--- config.mk ---
export PLATFORM = sky130hd
export DESIGN_NAME = to_parallel
export DESIGN_NICKNAME = d
export VERILOG_FILES = /design/src/rtl/radio_ser_pkg.sv /design/src/rtl/to_parallel_ch.sv /design/src/rtl/to_parallel.sv
export SDC_FILE = /design/constraint.sdc
export NUM_CORES = 1
export LEC_CHECK = 0
export ABC_AREA = 0
export CAP_MARGIN = 20
export CORE_ASPECT_RATIO = 0.75
export CORE_MARGIN = 4
export CORE_UTILIZATION = 30
export DETAILED_ROUTE_END_ITERATION = 8
export PLACE_DENSITY = 0.61
export SYNTH_ARGS = -nofsm -noshare
export SYNTH_HDL_FRONTEND = slang
export SYNTH_SLANG_ARGS = --single-unit
--- constraint.sdc ---
create_clock -name clk -period 6.4 [get_ports clk]
set_input_delay 0.96 -clock clk [delete_from_list [all_inputs] [get_ports clk]]
set_output_delay 0.96 -clock clk [all_outputs]
set_load 0.03 [all_outputs]
--- src/rtl/radio_ser_pkg.sv ---
// Shared helpers and types for the radio serializer/deserializer pair.
package radio_ser_pkg;

  // Number of chunks needed to carry one word (ceiling division).
  function automatic int unsigned calc_no_cyc(input int unsigned bw_word,
                                              input int unsigned bw_chunk);
    return (bw_word + bw_chunk - 1) / bw_chunk;
  endfunction

  // Counter width for n states, never narrower than one bit.
  function automatic int unsigned calc_cnt_w(input int unsigned n);
    if (n <= 1) return 1;
    return $clog2(n);
  endfunction

  typedef enum logic {
    OUT_EMPTY = 1'b0,
    OUT_FULL  = 1'b1
  } out_state_t;

endpackage

--- src/rtl/to_parallel_ch.sv ---
// One channel of the deserializer: chunk shift register plus truncation.
module to_parallel_ch
  import radio_ser_pkg::*;
#(
  parameter int unsigned BW_IN  = 2,
  parameter int unsigned BW_OUT = 8
) (
  input  logic              clk,
  input  logic              rst,
  input  logic              shift_i,
  input  logic [BW_IN-1:0]  chunk_i,
  output logic [BW_OUT-1:0] word_o
);

  localparam int unsigned NO_CYC = calc_no_cyc(BW_OUT, BW_IN);
  localparam int unsigned SR_W   = NO_CYC * BW_IN;

  logic [SR_W-1:0] sr_q, sr_d, sr_ins;

  // Value after inserting the new chunk at the top; with a single chunk per
  // word the register is just the chunk itself.
  generate
    if (NO_CYC == 1) begin : g_single
      assign sr_ins = chunk_i;
    end else begin : g_multi
      assign sr_ins = {chunk_i, sr_q[SR_W-1:BW_IN]};
    end
  endgenerate

  // Shift only on accepted chunks; gaps hold the partial word.
  always_comb begin
    sr_d = sr_q;
    if (shift_i) sr_d = sr_ins;
  end

  // Completed word is taken from the post-insert value so it can load the
  // output register on the same edge as the last chunk.
  assign word_o = sr_ins[BW_OUT-1:0];

  // Shift register storage.
  always_ff @(posedge clk or posedge rst) begin
    if (rst) sr_q <= '0;
    else     sr_q <= sr_d;
  end

endmodule

--- src/rtl/to_parallel.sv ---
// Receive-side deserializer: reassembles NO_CH channels of BW_IN-bit chunks
// into BW_OUT-bit words behind a valid/ready output register.
module to_parallel
  import radio_ser_pkg::*;
#(
  parameter int unsigned NO_CH  = 10,
  parameter int unsigned BW_IN  = 2,
  parameter int unsigned BW_OUT = 8
) (
  input  logic                          clk,
  input  logic                          rst,
  input  logic                          vld_in,
  input  logic                          align,
  input  logic [NO_CH-1:0][BW_IN-1:0]   data_in,
  input  logic                          rdy_in,
  input  logic                          clr_ovf,
  output logic                          vld_out,
  output logic [NO_CH-1:0][BW_OUT-1:0]  data_out,
  output logic                          ovf
);

  localparam int unsigned NO_CYC = calc_no_cyc(BW_OUT, BW_IN);
  localparam int unsigned CNT_W  = calc_cnt_w(NO_CYC);
  localparam logic [CNT_W-1:0] CNT_LAST = CNT_W'(NO_CYC - 1);

  logic [CNT_W-1:0]                cnt_q, cnt_d, cnt_base;
  out_state_t                      state_q, state_d;
  logic [NO_CH-1:0][BW_OUT-1:0]    data_q, data_d;
  logic                            ovf_q, ovf_d;
  logic [NO_CH-1:0][BW_OUT-1:0]    word_w;
  logic                            complete;
  logic                            drop;

  genvar g;
  generate
    for (g = 0; g < NO_CH; g++) begin : g_ch
      to_parallel_ch #(
        .BW_IN  (BW_IN),
        .BW_OUT (BW_OUT)
      ) u_ch (
        .clk     (clk),
        .rst     (rst),
        .shift_i (vld_in),
        .chunk_i (data_in[g]),
        .word_o  (word_w[g])
      );
    end
  endgenerate

  // Chunk counter: align restarts the word, and a chunk arriving with align
  // is treated as chunk 0. Wrap is explicit at NO_CYC-1.
  always_comb begin
    cnt_base = align ? '0 : cnt_q;
    complete = vld_in && (cnt_base == CNT_LAST);
    cnt_d    = cnt_base;
    if (vld_in) cnt_d = complete ? '0 : cnt_base + CNT_W'(1);
  end

  // Output register FSM: load on completion, release on handshake, drop and
  // flag overflow when a word completes into a stalled full register.
  always_comb begin
    state_d = state_q;
    data_d  = data_q;
    drop    = 1'b0;
    unique case (state_q)
      OUT_EMPTY: begin
        if (complete) begin
          data_d  = word_w;
          state_d = OUT_FULL;
        end
      end
      OUT_FULL: begin
        if (complete) begin
          if (rdy_in) data_d = word_w;
          else        drop   = 1'b1;
        end else if (rdy_in) begin
          state_d = OUT_EMPTY;
        end
      end
      default: state_d = OUT_EMPTY;
    endcase
    ovf_d = ovf_q;
    if (clr_ovf) ovf_d = 1'b0;
    if (drop)    ovf_d = 1'b1;
  end

  // State registers.
  always_ff @(posedge clk or posedge rst) begin
    if (rst) begin
      cnt_q   <= '0;
      state_q <= OUT_EMPTY;
      data_q  <= '0;
      ovf_q   <= 1'b0;
    end else begin
      cnt_q   <= cnt_d;
      state_q <= state_d;
      data_q  <= data_d;
      ovf_q   <= ovf_d;
    end
  end

  assign vld_out  = (state_q == OUT_FULL);
  assign data_out = data_q;
  assign ovf      = ovf_q;

endmodule

==> summary.log <==
qor: outcome.outcome finished, final reports clean
qor: logic_synthesis.netlist.top_cell.by_area sky130_fd_sc_hd__dfrtp_1
qor: die.io-pin-count 108
qor: sta.clock-skew-final 9.94 ps
qor: logic_synthesis.synth_fp_nets 341
qor: logic_synthesis.syn-instance-count 314
qor: logic_synthesis.synth_seq_cells 144
qor: sta.post-route-min-period 2860 ps
qor: clocking.worst_skew_pair.late_latency 410 ps
qor: routing.remaining_drc_errors 0
qor: placed_design.place.gp.congestion 0.687
qor: logic_synthesis.yosysWarningCount 0
qor: power_and_ir_drop.total_power_draw 3370 uW
qor: sta.report.final.hold_viol_count 0
qor: clocking.root_buffer sky130_fd_sc_hd__clkbuf_16
qor: logic_synthesis.synth_top_cell_area_share 0.621
qor: cells_and_area.post_route_cells_drive_above_1_share 0.406
qor: routing.number_of_drc_violations_after_detailed_routing_iteration_0 131
qor: clocking.postCtsResizedCells 0
qor: routing.route.antenna.remaining_nets 0
qor: placed_design.buffer_ports.inserted 107
qor: clocking.cts-buffers-inserted 17
qor: routing.drt_first_pass_iters 4
qor: sta.fin_crit_sh 0.447
qor: logic_synthesis.synthTopCellsByArea sky130_fd_sc_hd__dfrtp_1, sky130_fd_sc_hd__mux2_4, sky130_fd_sc_hd__mux2_2
qor: sta.grt_setup_unrepaired no
qor: grt.track_usage 0.104
qor: hold_path.hp-class register to register
qor: setup_path.worst_endpoint_required_time 6690 ps
qor: die.placementRows 43
qor: logic_synthesis.synth.avg_cell_area 18.5 um2
qor: power_and_ir_drop.irDropWorstVdd 0.197 mV
qor: routing.via_per_inst 4.17
qor: clocking.tritoncts yes
qor: cells_and_area.design_area 0.00763 mm2
qor: clocking.setup_buffers_after_cts 0
qor: logic_synthesis.ys_seq_area_frac 0.621
qor: setup_path.start_kind input pin
qor: logic_synthesis.synthDistinctLibCells 16
qor: placed_design.dpl.hpwl 6800 um
qor: sta.final.setup.tns 0 ps
qor: power_and_ir_drop.pwrdens 442 mW/mm2
qor: grt.first_global_vias 3226
qor: sta.finalMaxSlewViolations 0
qor: routing.wl_per_cell 15.3 um
qor: setup_path.timing.critical_path.fanout_max 47
qor: sta.worst_slew_pin_slew 877 ps
qor: routing.wire_length_after_detailed_routing 10500 um
qor: clocking.postCtsHoldBufs 0
qor: sta.max_freq 0.349 GHz
qor: clocking.tritoncts_num_sinks 144
qor: setup_path.timing.critical_path.to_type register
qor: sta.setup_viol 0
qor: logic_synthesis.post_synth_instance_area 0.00580 mm2
qor: grt.grt_start_max_net_pins 67
qor: die.core_area 0.0187 mm2
qor: grt.gr-total-overflow 0
qor: placed_design.placement.cell_area 0.00700 mm2
qor: cells_and_area.nNetsFinal 455
qor: clocking.cts.clk_slew.worst_paths 60 ps
qor: clocking.cts_buffer_depth 2
qor: routing.overall_via_count_from_detail_route 2869
qor: die.initial_core_utilization 0.310
qor: die.chipHeight 128 um
qor: die.floorplan.die.width 169 um
qor: setup_path.setup_cp_type input pin to register
qor: die.area_of_the_die 0.0217 mm2
qor: cells_and_area.antenna_diodes 0
qor: clocking.cts.htree.levels 4
qor: cells_and_area.syn2layout_area_growth 31.4%
qor: run.max-cap-violations 0
qor: grt.grt_pass1_wl 17700 um
qor: sta.timing.max_slew.rel_slack 0.415
qor: grt.antenna_found_initial 0
qor: power_and_ir_drop.p_leak 0.00335 uW
qor: setup_path.critical_path_arrival 3150 ps
-- synth_stat cells (all sizes together) --
library cell	number
nand2b	1
inv	3
mux2	140
dfrtp	144
o2bb2ai	1
o22ai	1
xnor2	1
buf	16
ha	1
nor2b	3
nand2	3
-- worst max-delay path, cell delays in order --
cell and delay (ps):
sky130_fd_sc_hd__clkdlybuf4s50_1 420, sky130_fd_sc_hd__nor2b_1 200, sky130_fd_sc_hd__ha_1 240, sky130_fd_sc_hd__nand2_4 80, sky130_fd_sc_hd__nor2b_4 150, sky130_fd_sc_hd__buf_4 670, sky130_fd_sc_hd__mux2_4 350
-- logic make-up after synthesis --
kind of cell | synth area share
xor+xnor | 0.00151
flops | 0.621
simple gates | 0.0101
buf+inv | 0.0394
fa+ha+maj | 0.00216
compound gates | 0.00259
mux | 0.323
-- power breakdown --
| part | internal, uW | leakage (uW) | total (uW) | switching [uW] |
|---|---|---|---|---|
| registers | 1140 | 0.00181 | 1280 | 143 |
| clock network | 666 | 0.000301 | 1050 | 382 |
| logic | 546 | 0.00124 | 1050 | 499 |
| total | 2350 | 0.00335 | 3370 | 1020 |
-- final timing paths --
| kind | start | end | slack, ps | cells after the start |
|---|---|---|---|---|
| setup / recovery | align | data_out[2] | 3540 | 7 |
| hold / removal | g_ch[0].u_ch.sr_q[2] | data_out[0] | 500 | 1 |
| setup reg to reg | cnt_q[0] | data_out[2] | 4200 | 6 |
| hold reg to reg | g_ch[0].u_ch.sr_q[2] | data_out[0] | 500 | 1 |
| max in group asynchronous | rst | data_out[9] | 4470 | 3 |
| min in group asynchronous | rst | g_ch[6].u_ch.sr_q[6] | 860 | 2 |
-- through the flow --
step | hold WS [ps] | util | instances | setup slack, ps
floorplan | 477 | - | 314 | 1570
global placement | 486 | 0.374 | 656 | 3170
detailed placement | 492 | 0.374 | 656 | 3100
CTS | 502 | 0.407 | 688 | 3540
global route | 515 | 0.407 | 688 | 3410
finish | 499 | 0.407 | 688 | 3540
-- state kept, by name (all words and copies together), names as in the netlist --
name / flops
cnt_q: 2
vld_out: 1
data_out: 80
g_ch.u_ch.sr_q: 60
ovf: 1
-- metal layers --
| layer | wire [um] | global-route usage | vias up |
|---|---|---|---|
| met1 | 4960 | 0.136 | 1451 |
| met2 | 4750 | 0.153 | 74 |
| li1 | - | - | 1331 |
| met5 | 0 | 0 | - |
| met4 | 147 | 0.0420 | 0 |
| met3 | 664 | 0.0439 | 13 |
-- cells in the final DEF, fill, tap and decap left out, types with 2 or more instances in the layout --
| cell | count |
|---|---|
| sky130_fd_sc_hd__inv_6 | 4 |
| sky130_fd_sc_hd__buf_4 | 5 |
| sky130_fd_sc_hd__mux2_2 | 60 |
| sky130_fd_sc_hd__bufinv_16 | 4 |
| sky130_fd_sc_hd__clkdlybuf4s50_1 | 106 |
| sky130_fd_sc_hd__clkinvlp_4 | 2 |
| sky130_fd_sc_hd__inv_1 | 2 |
| sky130_fd_sc_hd__clkinv_2 | 2 |
| sky130_fd_sc_hd__dfrtp_1 | 144 |
| sky130_fd_sc_hd__nand2_1 | 2 |
| sky130_fd_sc_hd__clkbuf_1 | 2 |
| sky130_fd_sc_hd__clkbuf_16 | 17 |
| sky130_fd_sc_hd__mux2_4 | 80 |
| sky130_fd_sc_hd__nor2b_1 | 2 |
-- cell type report --
cell class              instances  area (um2)
fillers                      1681       11100
flip-flops and latches        144        3600
multi-input cells             151        1970
repair buffers                111        1100
clock buffers                  20         447
well taps                     247         309
clock inverters                12         180
inverters                       3        16.3
(Power assumes the default switching activity.)
